[config.mk]
export PLATFORM = sky130hd
export DESIGN_NAME = pool_a2_stream_flat
export DESIGN_NICKNAME = d
export VERILOG_FILES = /design/src/rtl/pool_a2_stream_if.sv /design/src/rtl/pool_a2_stream.sv /design/src/flat_wrapper.sv
export SDC_FILE = /design/constraint.sdc
export NUM_CORES = 1
export LEC_CHECK = 0
export ABC_AREA = 0
export BUFFER_PORTS_ARGS = -buffer_cell sky130_fd_sc_hd__buf_4
export CAP_MARGIN = 40
export CORE_MARGIN = 2
export CORE_UTILIZATION = 48
export CTS_CLUSTER_DIAMETER = 40
export DETAILED_ROUTE_END_ITERATION = 8
export MAX_ROUTING_LAYER = met4
export PLACE_DENSITY = 0.75
export SLEW_MARGIN = 20
export SYNTH_ARGS = -nofsm -noshare
export SYNTH_HDL_FRONTEND = slang
export SYNTH_SLANG_ARGS = --single-unit
[constraint.sdc]
create_clock -name clk -period 7.22 [get_ports clk]
set_clock_uncertainty 0.15 [all_clocks]
set_input_delay 1.444 -clock clk [delete_from_list [all_inputs] [get_ports clk]]
set_output_delay 1.444 -clock clk [all_outputs]
set_load 0.02 [all_outputs]
[src/rtl/pool_a2_stream_if.sv]
// Pixel-in / pooled-pixel-out bundle for pool_a2_stream.
// The master drives the pixel stream; the slave (the pooling stage) drives the write port.
interface pool_a2_stream_if #(
  parameter int DATA_WIDTH            = 16,
  parameter int NUMBER_OF_FILTERS     = 6,
  parameter int ADDRESS_SIZE_NEXT_IFM = 8
);
  logic                             start;
  logic [DATA_WIDTH-1:0]            data_in;
  logic                             data_valid;
  logic [DATA_WIDTH-1:0]            ofm_data;
  logic [ADDRESS_SIZE_NEXT_IFM-1:0] ofm_address;
  logic [NUMBER_OF_FILTERS-1:0]     ofm_enable_write;
  logic                             busy;
  logic                             done;

  modport master (
    output start, data_in, data_valid,
    input  ofm_data, ofm_address, ofm_enable_write, busy, done
  );

  modport slave (
    input  start, data_in, data_valid,
    output ofm_data, ofm_address, ofm_enable_write, busy, done
  );
endinterface

[src/rtl/pool_a2_stream.sv]
// Streaming 2x2/stride-2 max-pool over raster-ordered post-ReLU maps, using a half-row
// line buffer; writes pooled pixels into per-filter memories through a one-hot strobe.
module pool_a2_stream #(
  parameter int DATA_WIDTH            = 16,
  parameter int IFM_SIZE              = 28,
  parameter int NUMBER_OF_FILTERS     = 6,
  parameter int IFM_SIZE_NEXT         = IFM_SIZE / 2,
  parameter int ADDRESS_SIZE_NEXT_IFM = $clog2(IFM_SIZE_NEXT * IFM_SIZE_NEXT)
) (
  input  logic               clk,
  input  logic               reset,
  pool_a2_stream_if.slave    bus
);
  localparam int CW = (IFM_SIZE > 1) ? $clog2(IFM_SIZE) : 1;
  localparam int HW = (IFM_SIZE_NEXT > 1) ? $clog2(IFM_SIZE_NEXT) : 1;
  localparam int FW = (NUMBER_OF_FILTERS > 1) ? $clog2(NUMBER_OF_FILTERS) : 1;
  localparam int AW = ADDRESS_SIZE_NEXT_IFM;

  typedef enum logic [1:0] {IDLE, RUN, DONE} state_e;

  state_e                       state_q;
  logic [CW-1:0]                col_q, row_q;
  logic [FW-1:0]                filter_q;
  logic [DATA_WIDTH-1:0]        h_q;
  logic [DATA_WIDTH-1:0]        line_buf_q [IFM_SIZE_NEXT];
  logic [DATA_WIDTH-1:0]        ofm_data_q;
  logic [AW-1:0]                ofm_address_q;
  logic [NUMBER_OF_FILTERS-1:0] ofm_we_q;
  logic                         busy_q, done_q;

  logic                         accept, col_last, row_last, filter_last, last_pixel;
  logic [HW-1:0]                col_half;
  logic [DATA_WIDTH-1:0]        hmax_d, lb_rd, result_d;
  logic [AW-1:0]                addr_d;
  logic [NUMBER_OF_FILTERS-1:0] onehot_d;

  always_comb begin
    accept      = (state_q == RUN) && bus.data_valid;
    col_last    = (col_q == CW'(IFM_SIZE - 1));
    row_last    = (row_q == CW'(IFM_SIZE - 1));
    filter_last = (filter_q == FW'(NUMBER_OF_FILTERS - 1));
    last_pixel  = col_last && row_last && filter_last;
    col_half    = HW'(col_q >> 1);
    // Unsigned compares are valid because inputs are non-negative; ties keep the older value.
    hmax_d      = (bus.data_in > h_q) ? bus.data_in : h_q;
    lb_rd       = line_buf_q[col_half];
    result_d    = (hmax_d > lb_rd) ? hmax_d : lb_rd;
    addr_d      = AW'(row_q >> 1) * AW'(IFM_SIZE_NEXT) + AW'(col_q >> 1);
    onehot_d    = '0;
    for (int unsigned f = 0; f < NUMBER_OF_FILTERS; f++) begin
      onehot_d[f] = (filter_q == FW'(f));
    end
  end

  always_ff @(posedge clk or negedge reset) begin
    if (!reset) begin
      state_q       <= IDLE;
      col_q         <= '0;
      row_q         <= '0;
      filter_q      <= '0;
      h_q           <= '0;
      ofm_data_q    <= '0;
      ofm_address_q <= '0;
      ofm_we_q      <= '0;
      busy_q        <= 1'b0;
      done_q        <= 1'b0;
    end else begin
      ofm_we_q <= '0;
      done_q   <= 1'b0;
      case (state_q)
        IDLE: begin
          if (bus.start) begin
            state_q  <= RUN;
            col_q    <= '0;
            row_q    <= '0;
            filter_q <= '0;
            busy_q   <= 1'b1;
          end
        end
        RUN: begin
          if (accept) begin
            col_q <= col_last ? '0 : col_q + 1'b1;
            if (col_last) row_q <= row_last ? '0 : row_q + 1'b1;
            if (col_last && row_last) filter_q <= filter_last ? '0 : filter_q + 1'b1;
            if (!col_q[0]) h_q <= bus.data_in;
            if (col_q[0] && row_q[0]) begin
              ofm_data_q    <= result_d;
              ofm_address_q <= addr_d;
              ofm_we_q      <= onehot_d;
            end
            if (last_pixel) begin
              state_q <= DONE;
              busy_q  <= 1'b0;
              done_q  <= 1'b1;
            end
          end
        end
        DONE:    state_q <= IDLE;
        default: state_q <= IDLE;
      endcase
    end
  end

  // Contents are don't-care after reset: every entry is written on an even row before use.
  always_ff @(posedge clk) begin
    if (accept && col_q[0] && !row_q[0]) line_buf_q[col_half] <= hmax_d;
  end

  assign bus.ofm_data         = ofm_data_q;
  assign bus.ofm_address      = ofm_address_q;
  assign bus.ofm_enable_write = ofm_we_q;
  assign bus.busy             = busy_q;
  assign bus.done             = done_q;
endmodule

[src/flat_wrapper.sv]
// flat-port wrapper written by rule: the top's interface ports become plain ports
module pool_a2_stream_flat 
#(
  parameter int DATA_WIDTH            = 16,
  parameter int IFM_SIZE              = 28,
  parameter int NUMBER_OF_FILTERS     = 6,
  parameter int IFM_SIZE_NEXT         = IFM_SIZE / 2,
  parameter int ADDRESS_SIZE_NEXT_IFM = $clog2(IFM_SIZE_NEXT * IFM_SIZE_NEXT)
)
  (clk, reset, bus_start, bus_data_in, bus_data_valid, bus_ofm_data, bus_ofm_address, bus_ofm_enable_write, bus_busy, bus_done);
  pool_a2_stream_if #(.DATA_WIDTH(DATA_WIDTH), .NUMBER_OF_FILTERS(NUMBER_OF_FILTERS), .ADDRESS_SIZE_NEXT_IFM(ADDRESS_SIZE_NEXT_IFM)) bus_i ();
  input  logic clk;
  input  logic reset;
  input wire logic [$bits(bus_i.start)-1:0] bus_start;
  input wire logic [$bits(bus_i.data_in)-1:0] bus_data_in;
  input wire logic [$bits(bus_i.data_valid)-1:0] bus_data_valid;
  output wire logic [$bits(bus_i.ofm_data)-1:0] bus_ofm_data;
  output wire logic [$bits(bus_i.ofm_address)-1:0] bus_ofm_address;
  output wire logic [$bits(bus_i.ofm_enable_write)-1:0] bus_ofm_enable_write;
  output wire logic [$bits(bus_i.busy)-1:0] bus_busy;
  output wire logic [$bits(bus_i.done)-1:0] bus_done;
  assign bus_i.start = bus_start;
  assign bus_i.data_in = bus_data_in;
  assign bus_i.data_valid = bus_data_valid;
  assign bus_ofm_data = bus_i.ofm_data;
  assign bus_ofm_address = bus_i.ofm_address;
  assign bus_ofm_enable_write = bus_i.ofm_enable_write;
  assign bus_busy = bus_i.busy;
  assign bus_done = bus_i.done;
  pool_a2_stream #(.DATA_WIDTH(DATA_WIDTH), .IFM_SIZE(IFM_SIZE), .NUMBER_OF_FILTERS(NUMBER_OF_FILTERS), .IFM_SIZE_NEXT(IFM_SIZE_NEXT), .ADDRESS_SIZE_NEXT_IFM(ADDRESS_SIZE_NEXT_IFM)) u_core (.clk(clk), .reset(reset), .bus(bus_i));
endmodule
### Word level (Yosys, flattened, before mapping)

Memory sizes are Yosys's and may differ from the RTL's.
Cells that the tools add are included.

| word-level totals | value |
|---|---|
| register bits after elaboration | 63 |
| memories kept | 1 |
| bits in latches | 0 |
| bits in writable memories | 224 |
| output and inout bits | 32 |
| input bits | 20 |
| logic and storage cells | 80 |
| ROM bits | 0 |

Memory list:

| name | depth | width | rd ports | clocked after memory_dff | wr ports | line | source |
|---|---|---|---|---|---|---|---|
| u_core.line_buf_q | 14 | 16 | 1 | 0 | 1 | pool_a2_stream.sv:25 | `logic [DATA_WIDTH-1:0] line_buf_q [IFM_SIZE_NEXT];` |

| operators by class | value |
|---|---|
| shift operators | 0 |
| add/sub/neg operators | 4 |
| equality and inequality tests | 13 |
| reduce and logical (&&, ||, !) cells | 17 |
| bitwise logic cells | 1 |
| divide/modulo/power cells | 0 |
| magnitude comparators | 2 |
| multipliers | 1 |
| mux-type cells | 31 |

Operator list:

| operator | count |
|---|---|
| $gt 16x16->1 | 2 |
| $mux 16 | 2 |
| $mux 5 | 6 |
| $pmux 5 s2 | 2 |
| $mux 6 | 3 |
| $mux 3 | 4 |
| $reduce_and 3->1 | 4 |
| $reduce_and 4->1 | 3 |
| $add 5x1->5 const B | 2 |
| $eq 5x5->1 const B | 2 |
| $add 8x4->8 | 1 |
| $mux 1 | 8 |
| $mul 4x3->7 const B | 1 |
| $eq 3x2->1 const B | 2 |
| $eq 3x3->1 const B | 2 |
| $logic_and 1x1->1 | 6 |
| $mux 2 | 3 |
| $ne 2x1->1 const B | 3 |
| $pmux 3 s2 | 1 |
| $ne 2x2->1 const B | 2 |
| $pmux 2 s2 | 1 |
| $add 3x1->3 const B | 1 |
| $eq 3x1->1 const B | 1 |
| $logic_not 3->1 | 1 |
| 6 further kinds | 6 |

### Depth between registers and ports, before layout

Gate-level depths: netlist of run 1.

| logic depth | value |
|---|---|
| word-level depth | 6 |
| gate-level depth with buffers | 18 |
| gate-level depth less buffers | 15 |

### Least setup slack after synthesis of run 1

No wires, ideal clock.

| timing path | value |
|---|---|
| kind | input to register |
| from | in bus_data_in[1] |
| to | reg u_core.ofm_data_q[10], in the netlist u_core.bus.ofm_data[10] |
| path slack | 1.648 ns |
| data arrival time | 5.337 ns |
| stages | 17 |
| library setup time | 0.086 ns |
| data required time | 6.984 ns |
| buffers on the path | 3 |
| path through | ha_1 nor2b_1 o211ai_1 a2111o_1 a31oi_2 buf_6 mux2i_1 inv_1 ha_1 nand4_2 or4_1 a21oi_1 a2111oi_1 or3_1 buf_2 buf_6 o221ai_2 |

| between the ends | value |
|---|---|
| cells in the longest elaborated chain, start to end | 4 |

RTL lines:

| what | line | source |
|---|---|---|
| start, declared | flat_wrapper.sv:15 | `input wire logic [$bits(bus_i.data_in)-1:0] bus_data_in;` |
| $gt 16x16->1 | pool_a2_stream.sv:45 | `hmax_d = (bus.data_in > h_q) ? bus.data_in : h_q;` |
| $mux 16 | pool_a2_stream.sv:45 |  |
| via u_core.hmax_d[13] | pool_a2_stream.sv:33 | `logic [DATA_WIDTH-1:0] hmax_d, lb_rd, result_d;` |
| $gt 16x16->1 | pool_a2_stream.sv:47 | `result_d = (hmax_d > lb_rd) ? hmax_d : lb_rd;` |
| $mux 16 | pool_a2_stream.sv:47 |  |
| end signal, assigned | pool_a2_stream.sv:87 | `ofm_data_q <= result_d;` |
| end, declared | pool_a2_stream.sv:26 | `logic [DATA_WIDTH-1:0] ofm_data_q;` |

The timed path passes the listed nets, and every way through them passes these cells.
A chain may end at the register's enable or synchronous reset.

### Worst setup path in the final report of run 1

| timing path | value |
|---|---|
| from | in bus_data_in[1] |
| to | reg u_core.ofm_data_q[3], in the netlist u_core.bus.ofm_data[3] |

The elaborated chain is that of the path after synthesis.

==> results.json, run 1 <==
{
  "path_clk_slew_ns": 0.06,
  "drt_iter0_markers": 669,
  "grt_max_degree": 64,
  "rsz0062_at_grt": "no",
  "antenna_found_initial": 0,
  "hp-class": "register to register",
  "clkPwrFrac": 0.280,
  "nets": 966,
  "yosysSeqAreaShare": 0.659,
  "cp_top_family": "compound AO/OA/AOI/OAI gates",
  "worst_slack_ns": 1.20,
  "worstPathMaxFanout": 16,
  "design_area_um2": 14600,
  "areaGrowthSynthToFinish_pct": 15.9,
  "fin_setup_tns_ns": 0,
  "synth_top_area_frac": 0.534,
  "path_class": "primary input to register",
  "max_stage_delay_ns": 0.72,
  "grtUsageTotal": 0.199,
  "synth_area_um2": 12600,
  "wl_per_cell_um": 20.8,
  "min_period_over_period": 0.833,
  "cts_buffer_depth": 3,
  "cts_tree": "built",
  "combPwrFrac": 0.325,
  "synthMostInstantiatedCell": "edfxtp_1",
  "place_area_um2": 13400,
  "drtAntennaViolNets": 0,
  "synth_common_cells": "edfxtp_1, dfrtp_1, nand2_1",
  "synth_edf_count": 224,
  "fp.dieH_um": 166,
  "dieArea_um2": 27500,
  "tightest_slew_ns": 0.811,
  "start_util": 0.486,
  "final_max_slew_viol_count": 0,
  "sequentialPowerShare": 0.395,
  "ios": 52,
  "crit_buf_inv": 3,
  "design.core.area_um2": 25900,
  "hold_viol_final": 0,
  "syn-num-nets": 892,
  "whs_ns": 0.325,
  "peakVddDrop_v": 0.000310,
  "grt_pass1_vias": 7300,
  "synth.avg_cell_area_um2": 15.3,
  "dp_hpwl_mm": 16.7,
  "fillers": 1971,
  "rows": 59,
  "cp-start-kind": "primary input",
  "layout-drive-gt1-share": 0.225,
  "period_minus_slack_ns": 6.02,
  "cts_root_buffer": "clkbuf_16",
  "slowest_stage": "or3_1",
  "gp_congestion": 0.887,
  "syn_inst": 821,
  "cp.arrival_ns": 6.22,
  "dieWidth_um": 166,
  "p_int_w": 0.00390,
  "finalSetupViolations": 0,
  "antenna_cells": 0,
  "synth_cell_types": 52,
  "synthTopCellsByArea": "edfxtp_1, dfrtp_1, mux4_2",
  "vias": 7243,
  "pre_cts_ws_ns": 0.648,
  "cts_resized": 0,
  "power_switching_w": 0.00202,
  "required_ns": 7.42,
  "synth_top_cell_by_area": "edfxtp_1",
  "switching_share": 0.341,
  "hold_buffers": 0,
  "portBuffers": 51,
  "grt_pass1_wl_mm": 41.2,
  "worst_skew_pair.late_latency_ns": 0.51,
  "clock-sinks": 287,
  "synthArstFlopShare": 0.220,
  "first_pass_iters": 6,
  "drc": 0,
  "total_leakage_power_nw": 5.48,
  "fmax_mhz": 166,
  "numCtsBuffers": 34,
  "post_cts.repair.setup_buffers": 0,
  "status": "complete, no violations",
  "cp_cell_sequence": "buf_4 > ha_1 > nor2b_1 > o211ai_1 > a2111o_1 > a31oi_2 > buf_4 > mux2i_1 > inv_1 > ha_1 > a21oi_1 > or3_1 > o211ai_1 > a2111oi_1 > or3_1 > o221ai_1",
  "wl_mm": 26.2,
  "drv_cap": 0,
  "grt_overflow_total": 0,
  "synth_warnings": 0,
  "powerDensity_nw_per_um2": 406,
  "vias_per_cell": 5.77,
  "synth_seq_cells": 287,
  "relSlewSlack": 0.459,
  "synth_flop_cell": "edfxtp_1",
  "htreeDepth": 2,
  "cp-end-kind": "register"
}
==> logic make-up (layout without fill, tap and decap cells) <==
logic type,after synthesis,count (layout),share of synthesized area
simple gates,168,168,0.0612
mux,102,102,0.129
fa+ha+maj,51,51,0.0537
buf+inv,81,180,0.0261
xor+xnor,7,7,0.00487
flops,287,287,0.659
compound gates,125,125,0.0656
==> per-stage QoR <==
| step | cells | total power, W | utilization |
|---|---|---|---|
| 5_1_grt | 1255 | 0.00628 | 0.563 |
| 6_report | 1255 | 0.00593 | 0.563 |
| 3_3_place_gp | 1188 | 0.00423 | 0.517 |
| 4_1_cts | 1254 | 0.00597 | 0.562 |
| 3_5_place_dp | 1193 | 0.00429 | 0.519 |
| 2_1_floorplan | 821 | 0.00371 | - |
==> per-layer routing <==
metal  GRT usage  vias up  part of all wire  wire (um)
met1       0.262     3670              0.41      10700
met4      0.0594        0             0.022        570
met3      0.0400       44             0.067       1760
met2       0.317      253              0.50      13100
li1            -     3276                 -          -
met5           -        -                 0          0
==> power groups by stage <==
stage               combinational (W)  clock [W]  sequential, W
global placement              0.00186          0        0.00237
global route                  0.00215    0.00176        0.00237
floorplan                     0.00142          0        0.00229
finish                        0.00193    0.00166        0.00234
CTS                           0.00194    0.00169        0.00234
detailed placement            0.00192          0        0.00237
==> cells in the final DEF (no fill, tap or decap), drive strengths merged, types with 4 or more instances in the layout <==
cell,instances
o221ai,16
mux4,48
o211ai,4
a21o,5
clkinv,7
mux2i,49
clkinvlp,5
mux2,5
nand2b,9
nor2b,6
a21oi,48
nor2,58
nor3,5
nand4,11
edfxtp,224
o21ai,38
nand2,59
fa,5
ha,46
buf,78
or3,4
inv,47
clkbuf,42
xnor2,4
dfrtp,63
==> path summary, 6_finish.rpt <==
| kind | endpoint | cells past startpoint | slack [ns] | startpoint |
|---|---|---|---|---|
| min reg2reg | u_core.bus.ofm_address[4] | 2 | 0.33 | u_core.bus.ofm_address[4] |
| min in group asynchronous | u_core.state_q[0] | 1 | 0.60 | reset |
| max reg2reg | u_core.bus.ofm_data[3] | 16 | 1.85 | u_core.h_q[1] |
| max in group asynchronous | u_core.bus.ofm_data[8] | 2 | 5.82 | reset |
| max | u_core.bus.ofm_data[3] | 16 | 1.20 | bus_data_in[1] |
| min | u_core.bus.ofm_address[4] | 2 | 0.33 | u_core.bus.ofm_address[4] |
==> registers in the layout, summed over array words and instances (netlist names) <==
register                     flops
u_core.bus.busy                  1
u_core.bus.done                  1
u_core.bus.ofm_address           8
u_core.bus.ofm_data             16
u_core.bus.ofm_enable_write      6
u_core.col_q                     5
u_core.filter_q                  3
u_core.h_q                      16
u_core.line_buf_q              224
u_core.row_q                     5
u_core.state_q                   2
==> worst min-delay path: stages, from the launching register on <==
cell and delay (ns):
dfrtp_1 0.34, nand2_1 0.04, o21ai_0 0.06
==> final cells by class <==
type | count | area [um^2] | area share
multi-input cells | 453 | 3980 | 0.273
repair buffers | 78 | 613 | 0.0420
clock inverters | 19 | 171 | 0.0117
clock buffers | 42 | 943 | 0.0647
flip-flops and latches | 287 | 8310 | 0.569
well taps | 335 | 419 | 0.0287
inverters | 41 | 154 | 0.0105
Note: power is estimated with default switching activity, not from simulation.
==> run 2: changes to the inputs <==
--- a/config.mk
+++ b/config.mk
@@ -13,7 +13,7 @@
 export CTS_CLUSTER_DIAMETER = 40
 export DETAILED_ROUTE_END_ITERATION = 8
 export MAX_ROUTING_LAYER = met4
-export PLACE_DENSITY = 0.75
+export PLACE_DENSITY = 0.77
 export SLEW_MARGIN = 20
 export SYNTH_ARGS = -nofsm -noshare
 export SYNTH_HDL_FRONTEND = slang
==> constraint.sdc (replaced) <==
create_clock -name clk -period 4.9 [get_ports clk]
set_clock_uncertainty 0.15 [all_clocks]
set_input_delay 0.98 -clock clk [delete_from_list [all_inputs] [get_ports clk]]
set_output_delay 0.98 -clock clk [all_outputs]
set_load 0.02 [all_outputs]
==> results.json, run 2 (synthesis results as in run 1) <==
{
  "status": "complete, no violations",
  "crit_buf_inv": 4,
  "cp-end-kind": "register",
  "period_minus_slack_ns": 4.55,
  "required_ns": 5.16,
  "hold_buffers": 0,
  "post_cts.repair.setup_buffers": 0,
  "slowest_stage": "or4_1",
  "cp.depth": 17,
  "grt_max_degree": 64,
  "grt_use_met3": 0.0305,
  "fin_cells": 1287,
  "rsz0062_at_grt": "no",
  "clock-sinks": 287,
  "drc": 0,
  "grtUsageTotal": 0.202,
  "cpMostUsedCell": "buf_4",
  "grt_util_met1": 0.256,
  "final_cell_mix": "edfxtp_1, buf_4, dfrtp_1, nand2_1, nor2_1",
  "fillers": 1906,
  "ff2ff_path_depth": 13,
  "wl_per_cell_um": 20.6,
  "peakVddDrop_v": 0.000520,
  "path_class": "primary input to register",
  "antenna_found_initial": 0,
  "grt_pass1_vias": 7686,
  "start_util": 0.486,
  "ios": 52,
  "cp.arrival_ns": 4.81,
  "htreeDepth": 2,
  "design.core.area_um2": 25900,
  "total_leakage_power_nw": 5.64,
  "nets": 997,
  "relSlewSlack": 0.516,
  "antenna_cells": 0,
  "multi_input_area_um2": 3990,
  "fp.dieH_um": 166,
  "vias": 7324,
  "path_clk_slew_ns": 0.06,
  "dp_hpwl_mm": 16.6,
  "dieArea_um2": 27500,
  "max_stage_delay_ns": 0.50,
  "utilization": 0.575,
  "cts_root_buffer": "clkbuf_16",
  "regMostFlops": "u_core.line_buf_q",
  "cp_cell_sequence": "buf_4 > ha_1 > nor2b_1 > o211ai_1 > a2111o_1 > a31oi_4 > buf_4 > mux2i_1 > inv_1 > ha_1 > nand2_1 > or4_1 > a21oi_1 > a2111oi_1 > or3_1 > buf_4 > o221ai_1",
  "wl_mm": 26.5,
  "portBuffers": 51,
  "cts_resized": 0,
  "dieWidth_um": 166,
  "rr_endpoint": "u_core.bus.ofm_data[0]",
  "powerDensity_nw_per_um2": 604,
  "grt_pass1_wl_mm": 42.5,
  "reg2reg_setup_slack_ns": 0.40,
  "fmax_mhz": 220,
  "vias_per_cell": 5.69,
  "finalSetupViolations": 0,
  "worst_skew_pair.late_latency_ns": 0.51,
  "first_pass_iters": 5,
  "cp_top_family": "compound AO/OA/AOI/OAI gates",
  "cts_buffer_depth": 3,
  "rows": 59,
  "cts_tree": "built",
  "numCtsBuffers": 36,
  "layout-drive-gt1-share": 0.249,
  "cp-start-kind": "primary input",
  "min_period_over_period": 0.929,
  "grt_overflow_total": 0,
  "final_max_slew_viol_count": 0,
  "largest_reg_flops": 224,
  "grt_use_met2": 0.343,
  "top_usage_layer": "met2",
  "hp-class": "primary input to async pin",
  "dp_cells": 1222,
  "gp_congestion": 0.850,
  "layout_commonest_cell": "edfxtp_1",
  "drtAntennaViolNets": 0,
  "hold_viol_final": 0,
  "drt_iter0_markers": 613,
  "areaGrowthSynthToFinish_pct": 18.3,
  "worstPathMaxFanout": 9,
  "drv_cap": 0,
  "seq_area_um2": 8310,
  "tightest_slew_ns": 0.726,
  "timing.rr.start": "u_core.col_q[1]"
}
run 2: power breakdown:
part	internal, W	leakage, nW	switching (W)
Combinational	0.00137	2.28	0.00176
Sequential	0.00311	2.82	0.000282
Clock	0.00146	0.543	0.00101
Total	0.00594	5.64	0.00305
run 2: area by class of cell:
cell class	instances	share of cell area
sequential	287	0.558
multi-input combinational	453	0.268
clock inverter	22	0.0127
tap	335	0.0281
timing repair buffer	107	0.0595
clock buffer	42	0.0634
inverter	41	0.0103
run 2: metal layers:
layer	vias to the layer above	routed length (um)
met4	0	484
li1	3345	-
met3	44	1230
met2	211	13800
met5	-	0
met1	3724	11000
run 2: through the flow:
step / total power (W) / TNS, ns / hold WS [ns] / setup slack (ns) / cell area (um^2)
after floorplan: 0.00548 / 0 / 0.306 / 0.0135 / 12600
after global placement: 0.00646 / 0 / 0.314 / 0.0119 / 13700
after detailed placement: 0.00654 / -0.839 / 0.321 / -0.0853 / 13700
after CTS: 0.00906 / 0 / 0.333 / 0.359 / 14900
after global routing: 0.00950 / 0 / 0.167 / 0.0730 / 14900
final: 0.00900 / 0 / 0.162 / 0.347 / 14900
run 2: how the worst max path moves through the flow:
stage | startpoint | end | slack, ns
floorplan | bus_data_in[1] | u_core.bus.ofm_data[11] | 0.01
global placement | bus_data_in[1] | u_core.bus.ofm_data[1] | 0.01
detailed placement | bus_data_in[1] | u_core.bus.ofm_data[3] | -0.09
CTS | u_core.col_q[1] | u_core.bus.ofm_data[0] | 0.36
global route | bus_data_in[1] | u_core.bus.ofm_data[0] | 0.07
finish | bus_data_in[1] | u_core.bus.ofm_data[0] | 0.35
